File: src/rtl/orientation_histogram.sv
// Orientation histogram for one keypoint window: bins CORDIC magnitude/angle pairs
// into 36 ten-degree bins, then scans for the dominant bin and its peak weight.
module orientation_histogram #(
  parameter int BitSize = 16,
  parameter int AccW    = 24
) (
  input  logic                      iclk,
  input  logic                      ireset,
  input  logic                      ivalid,
  input  logic                      ilast,
  input  logic signed [BitSize:0]   imag,
  input  logic signed [BitSize:0]   iangle,
  output logic                      iready,
  output logic                      ovalid,
  output logic [5:0]                obin,
  output logic [AccW-1:0]           opeak
);

  localparam int NumBins = 36;
  localparam int BinSpan = 640;

  typedef enum logic [1:0] {ACCUM, DRAIN, SCAN, DONE} state_t;

  state_t              state, state_nxt;
  logic                accept;
  logic [5:0]          angle_bin;
  logic [BitSize-1:0]  mag_clamp;

  logic                s1_valid;
  logic [5:0]          s1_bin;
  logic [BitSize-1:0]  s1_mag;

  logic [AccW-1:0]     hist [NumBins];
  logic [AccW:0]       acc_sum;
  logic [AccW-1:0]     acc_sat;

  logic [5:0]          scan_idx;
  logic [5:0]          max_bin, max_bin_nxt;
  logic [AccW-1:0]     max_peak, max_peak_nxt;

  assign accept = ivalid & iready;

  // NOTE: every always_comb output gets a default first, so no path leaves it unassigned and no latch is inferred.
  always_comb begin
    state_nxt = state;
    iready    = 1'b0;
    ovalid    = 1'b0;
    case (state)
      ACCUM: begin
        iready = 1'b1;
        if (ivalid && ilast) state_nxt = DRAIN;
      end
      DRAIN: state_nxt = SCAN;
      SCAN:  if (scan_idx == 6'(NumBins - 1)) state_nxt = DONE;
      DONE: begin
        ovalid    = 1'b1;
        state_nxt = ACCUM;
      end
      default: state_nxt = ACCUM;
    endcase
  end

  // Comparator ladder: bin = number of 640-wide boundaries at or below the angle,
  // which equals floor(angle/640) and clamps both out-of-range sides for free.
  always_comb begin
    angle_bin = '0;
    for (int k = 1; k < NumBins; k++) begin
      if (int'(iangle) >= BinSpan * k) angle_bin = 6'(k);
    end
  end

  assign mag_clamp = imag[BitSize] ? '0 : imag[BitSize-1:0];

  assign acc_sum = {1'b0, hist[s1_bin]} + (AccW + 1)'(s1_mag);
  assign acc_sat = acc_sum[AccW] ? '1 : acc_sum[AccW-1:0];

  // Strictly greater keeps the lowest index on ties.
  always_comb begin
    max_bin_nxt  = max_bin;
    max_peak_nxt = max_peak;
    if (hist[scan_idx] > max_peak) begin
      max_bin_nxt  = scan_idx;
      max_peak_nxt = hist[scan_idx];
    end
  end

  // NOTE: sequential state uses non-blocking assignments so every register samples pre-edge values.
  always_ff @(posedge iclk or posedge ireset) begin
    if (ireset) begin
      state    <= ACCUM;
      s1_valid <= 1'b0;
      s1_bin   <= '0;
      s1_mag   <= '0;
    end else begin
      state    <= state_nxt;
      s1_valid <= accept;
      if (accept) begin
        s1_bin <= angle_bin;
        s1_mag <= mag_clamp;
      end
    end
  end

  // NOTE: the bins are reset explicitly because an aborted window must never leak into the next result.
  always_ff @(posedge iclk or posedge ireset) begin
    if (ireset) begin
      for (int i = 0; i < NumBins; i++) hist[i] <= '0;
    end else if (state == DONE) begin
      for (int i = 0; i < NumBins; i++) hist[i] <= '0;
    end else if (s1_valid) begin
      hist[s1_bin] <= acc_sat;
    end
  end

  // Results are captured on the final scan edge so they are stable throughout DONE.
  always_ff @(posedge iclk or posedge ireset) begin
    if (ireset) begin
      scan_idx <= '0;
      max_bin  <= '0;
      max_peak <= '0;
      obin     <= '0;
      opeak    <= '0;
    end else if (state == SCAN) begin
      max_bin  <= max_bin_nxt;
      max_peak <= max_peak_nxt;
      scan_idx <= scan_idx + 6'd1;
      if (scan_idx == 6'(NumBins - 1)) begin
        obin  <= max_bin_nxt;
        opeak <= max_peak_nxt;
      end
    end else if (state == DONE) begin
      scan_idx <= '0;
      max_bin  <= '0;
      max_peak <= '0;
    end
  end

endmodule

File: config.mk
export PLATFORM = sky130hd
export DESIGN_NAME = orientation_histogram
export DESIGN_NICKNAME = d
export VERILOG_FILES = /design/src/rtl/orientation_histogram.sv
export SDC_FILE = /design/constraint.sdc
export NUM_CORES = 2
export LEC_CHECK = 0
export BUFFER_PORTS_ARGS = -buffer_cell sky130_fd_sc_hd__buf_4
export CELL_PAD_IN_SITES_DETAIL_PLACEMENT = 0
export CELL_PAD_IN_SITES_GLOBAL_PLACEMENT = 1
export CORE_MARGIN = 2
export CORE_UTILIZATION = 45
export CTS_BUF_LIST = sky130_fd_sc_hd__clkbuf_16
export DETAILED_ROUTE_END_ITERATION = 6
export PLACE_DENSITY_LB_ADDON = 0.1
export SYNTH_ARGS = -nofsm -noshare
export SYNTH_HDL_FRONTEND = slang
export SYNTH_SLANG_ARGS = --single-unit
File: constraint.sdc
create_clock -name iclk -period 35.5 [get_ports iclk]
set_clock_uncertainty 0.05 [all_clocks]
set_input_delay 0 -clock iclk [delete_from_list [all_inputs] [get_ports iclk]]
set_output_delay 0 -clock iclk [all_outputs]
set_load 0.02 [all_outputs]
; ---- After elaboration in Yosys (flattened, before gate mapping)
; Index checks and enable logic that the tools add are counted.
[word_totals]
out_inout_bits = 32
elab_cells = 162
in_bits = 38
register_bits = 955
[classes]
reduce_logical = 7
n_eq_ne = 6
n_addsub = 2
n_mux = 60
magnitude_cmp = 39
bitwise = 3
[op_table]
columns = operator, count
row1 = two-way mux 864 bit, 2
row2 = bitwise mux 864 bit, 1
row3 = binary-select mux 24 bit (select 6 bit), 2
row4 = two-way mux 6 bit, 38
row5 = greater-or-equal comparator 17 x 15 -> 1 bit (second input constant), 13
row6 = two-way mux 24 bit, 9
row7 = greater-or-equal comparator 17 x 16 -> 1 bit (second input constant), 10
row8 = demux 24 bit (select 6 bit), 1
row9 = greater-or-equal comparator 17 x 14 -> 1 bit (second input constant), 6
row10 = greater-or-equal comparator 17 x 13 -> 1 bit (second input constant), 3
row11 = greater-or-equal comparator 17 x 12 -> 1 bit (second input constant), 2
row12 = adder 24 x 16 -> 25 bit, 1
row13 = greater-than comparator 24 bit, 1
row14 = greater-or-equal comparator 17 x 11 -> 1 bit (second input constant), 1
row15 = two-way mux 16 bit, 1
row16 = greater-or-equal comparator 7 bit (second input constant), 2
row17 = NOT 6 -> 7 bit, 2
row18 = case mux 2 bit (4 select lines), 1
row19 = < comparator 7 x 1 -> 1 bit (second input constant), 1
row20 = adder 6 x 1 -> 6 bit (second input constant), 1
row21 = equality test 6 bit (second input constant), 1
row22 = equality test 2 bit (second input constant), 2
row23 = two-way mux 2 bit, 2
row24 = AND reduction 2 bit, 2
row25 = 8 further kinds, 12

; ---- Logic depth before layout (Yosys ltp)
[depth]
depth_word = 36
mapped_depth = 27
ltp_nobuf = 20

; ---- Worst setup path before layout
; OpenSTA, ideal clock, no wires.
[synth_path]
path_type = register to register
start = register scan_idx[0]
end = register opeak[1]
path_buffers = 6
path_slack_ps = 30030
setup_ps = 125
stages_incl_launch_ff = 19
required_ps = 35325
arrival_ps = 5296
cell_sequence = dfrtp_1 clkbuf_1 clkbuf_1 buf_2 buf_2 mux4_2 mux4_2 a31o_2 ha_1 and3_1 nand3_1 o221ai_1 a311oi_1 o21a_1 nor2_1 buf_1 buf_1 mux2_2 mux2_2
[synth_between]
elab_chain_len = 6
elab_cells_between_ends = 8
cone_classes = order compare: 1 / eq/ne: 1 / mux: 4 / bitwise: 1 / reduce/logical: 1
[synth_rtl]
columns = element, line_no
row1 = start: declaration, 37  ; logic [5:0] scan_idx;
row2 = start signal: assignment, 126  ; scan_idx <= scan_idx + 6'd1;
row3 = NOT 6 -> 7 bit (implied by the code), "81, 83"
row4 = binary-select mux 24 bit (select 6 bit), "81, 83"
row5 = two-way mux 24 bit (implied by the code) (2 in series), "81, 83"
row6 = greater-than comparator 24 bit, 81  ; if (hist[scan_idx] > max_peak) begin
row7 = two-way mux 24 bit, 81
row8 = end signal: assignment, 129  ; opeak <= max_peak_nxt;
row9 = end: declaration, 16  ; output logic [AccW-1:0] opeak
; Parallel ways exist; a longest one is shown, timed or not. The select of a mux whose other input is x is not followed.
; A chain may end at the register's enable or synchronous reset.

; ---- Worst setup path in the final report
[layout_path]
start = register s1_bin[2]
end = register hist[142] in the netlist's numbering
[layout_between]
elab_chain_len = 9
elab_cells_between_ends = 14
cone_classes = add/sub: 1 / order compare: 2 / mux: 9 / bitwise: 1 / reduce/logical: 1
[layout_rtl]
columns = element, line_no
row1 = start: declaration, 30  ; logic [5:0] s1_bin;
row2 = start signal: assignment, 98  ; s1_bin <= angle_bin;
row3 = NOT 6 -> 7 bit (implied by the code) (*), "74, 111"
row4 = binary-select mux 24 bit (select 6 bit), 74  ; assign acc_sum = {1'b0, hist[s1_bin]} + (AccW + 1)'(s1_mag);
row5 = two-way mux 24 bit (implied by the code) (2 in series), 74
row6 = adder 24 x 16 -> 25 bit, 74
row7 = two-way mux 24 bit, 75  ; assign acc_sat = acc_sum[AccW] ? '1 : acc_sum[AccW-1:0];
row8 = bitwise mux 864 bit (*), 111  ; hist[s1_bin] <= acc_sat;
row9 = two-way mux 864 bit (*), 110  ; end else if (s1_valid) begin
row10 = two-way mux 864 bit (*), 108  ; end else if (state == DONE) begin
row11 = end signal: indexed assignment, 111
row12 = end: declaration, 33  ; logic [AccW-1:0] hist [NumBins];
; Mark *: on every way between the ends. The rest lies on a longest branch, timed or not. The select of a mux whose other input is x is not followed.

==> reports/metrics.cfg <==
[flow_run]
cap_viol_max_count = 0

[clocking]
clk_pin_slew_ps = 60
cts_made_buffers = 108
cts_max_path_buffers = 3
cts_resized = 0
cts_tree = done
htreeDepth = 3
clk_latency_ps = 720
ctsHoldBuffers = 73
cts_root_buf = clkbuf_16
cts_setup_buffers = 0
clock_sinks = 955

[sta]
tns_ps = 0
min_period_over_period = 0.250
layout_setup_ws_ps = 26640
relSlewSlack = 0.108
hold_ws_ps = 52.4
setup_violations = 0
fin_crit_ps = 8860
tightestPinTransition_ps = 1330
fmax_ghz = 0.113
hold_viol = 0
rsz0062_at_grt = no
report.final.slew_viol_count = 0

[cells_and_area]
layout_commonest_cell = nand2_1
multi_input_area_um2 = 24200
nets = 4809
final_cell_mix = 978 x nand2_1, 947 x dfrtp_1, 852 x o21ai_0, 294 x a22oi_1, 291 x mux4_2
area_growth_pct = 12.4
layout.area.seq_um2 = 23900
fillers = 10000
drive_gt1_frac = 0.170

[setup_path]
worstSetupPathType = reg -> reg
cp.required_ps = 36000
crit_path_frequent_cell = buf_4
worstPathArrival_ps = 9360
r2r_setup_slack_ps = 26640
slowest_stage = mux2i_2
path_delay_family = buffers and inverters
start_kind = flip-flop
path_buf_inv = 6
worstPathCellList = buf_4 -> buf_4 -> nand2b_1 -> nor2_4 -> buf_4 -> buf_4 -> a22oi_1 -> a41oi_1 -> a21oi_1 -> nor2_1 -> a21oi_1 -> o21ai_0 -> ha_1 -> inv_1 -> fa_1 -> nand2b_1 -> a21oi_1 -> o311ai_0 -> a31oi_1 -> o21a_1 -> nand4_1 -> mux2i_2 -> buf_4 -> o21ai_0
endpoint_kind = flip-flop
slowest_delay_ps = 930
path_max_fanout = 38

[global_route]
antenna_found_initial = 5
grt_pass1_vias = 41200
track_usage = 0.358
grt_max_degree = 173
grt_pass1_wl_mm = 294
grt-ovfl-total = 0

[synthesis]
ys_seq_elements = 955
synth-seq-area-share = 0.482
synth_area_per_cell_um2 = 10.3
yosys_warnings = 0
netlist-cell-type-count = 89
dominantRegCellSynth = dfrtp_1
syn_nets = 4894
synthArstFlopShare = 1.00
synth_edf_count = 0
syn_inst = 4811
synth_area_um2 = 49600

[route]
wirelength_mm = 201
wire_per_inst_um = 32.3
ant_nets = 0
viasPerCell = 6.72
drc = 0
vias = 41900
drtIter0Drc = 5190
drt_pre_antenna_iters = 6

[power_and_ir_drop]
finalPower_w = 0.00375
p_leak_nw = 23.0
ir_drop_mv = 0.0799
power.density_nw_per_um2 = 67.4

[placed_design]
place_hpwl_mm = 118
place_ws_ps = 26840
routabilityCongestion = 0.902
portBuffers = 62

[floorplanning]
die_h_um = 336
start_util = 0.455
dieArea_um2 = 113000
rows = 121
fp.dieW_um = 336
core_area_um2 = 109000
num_io_pins = 70

[outcome]
status = complete, no violations

[min_path]
hold_class = in -> reg

[routing by layer]
layer  global-route usage  vias up  wire length (µm)
met5                    0        -                13
met4                0.136        2              8140
met3               0.0903      457             21200
met2                0.539     2230             89400
met1                0.499    21700             82200
li1                     -    17500                 -
[final timing paths]
kind | depth (start not counted) | startpoint | endpoint
hold / removal | 5 | iangle[12] | s1_bin[2]$_DFFE_PP0P_
min in group asynchronous | 4 | ireset | hist[166]$_DFFE_PP0P_
max in group asynchronous | 9 | ireset | hist[480]$_DFFE_PP0P_
setup reg to reg | 24 | s1_bin[2]$_DFFE_PP0P_ | hist[142]$_DFFE_PP0P_
setup / recovery | 24 | s1_bin[2]$_DFFE_PP0P_ | hist[142]$_DFFE_PP0P_
hold reg to reg | 2 | obin[2]$_DFFE_PP0P_ | obin[2]$_DFFE_PP0P_
[sequential cells by signal, indices dropped and copies added, names as in the netlist]
name / cells
hist: 864
max_peak: 24
opeak: 24
s1_mag: 16
max_bin: 6
obin: 6
s1_bin: 6
scan_idx: 6
state: 2
s1_valid: 1
[tightest hold or removal path, stage by stage]
cell	delay, ps
buf_4	230
o211ai_1	130
nand2_1	90
or2_2	190
o22ai_1	100
[through the flow]
stage,std cells,util,area (µm²)
after floorplan,4811,-,49600
after global placement,5957,0.473,51500
after detailed placement,5957,0.473,51500
after CTS,6228,0.511,55700
after global routing,6230,0.511,55700
final,6231,0.511,55700
[final cells by class]
| class | instances | area share |
|---|---|---|
| Inverter | 44 | 0.00315 |
| Tap cell | 1414 | 0.0318 |
| Multi-Input combinational cell | 3359 | 0.435 |
| Sequential cell | 955 | 0.430 |
| Timing Repair Buffer | 258 | 0.0396 |
| Clock buffer | 113 | 0.0508 |
| Antenna cell | 3 | 0.000135 |
| Clock inverter | 85 | 0.0103 |
[logic make-up (layout without fill, tap and decap cells)]
kind of cell             count (synthesis)  after routing  synth area share
multiplexers                           400            400             0.156
AND/OR/NAND/NOR                       1269           1269             0.108
other                                    0              3                 0
AO/OA/AOI/OAI                         1630           1630             0.198
XOR/XNOR                                15             15           0.00265
flip-flops                             955            955             0.482
buffers and inverters                  497            500            0.0412
adder cells (fa/ha/maj)                 45             45            0.0115
[Yosys cell counts (40+ instances only)]
cell type / count / area, µm²
nand4_1: 54 / 338
clkbuf_1: 361 / 1360
o21ai_1: 60 / 300
mux2_2: 51 / 574
a22oi_1: 294 / 2210
mux2i_1: 49 / 490
buf_1: 40 / 150
o21ai_0: 852 / 4260
nand2_1: 996 / 3740
a21oi_1: 167 / 836
nor2_1: 84 / 315
inv_1: 41 / 154
dfrtp_1: 955 / 23900
mux4_2: 291 / 6550
ha_1: 44 / 551
[where the power goes]
group          leakage, nW  switching (W)  internal, W  total (W)
sequential            13.3      0.0000710      0.00114    0.00121
clock                 1.76       0.000480     0.000620    0.00110
combinational         7.93        0.00110     0.000343    0.00144
Power figures use the tool's default switching activity.
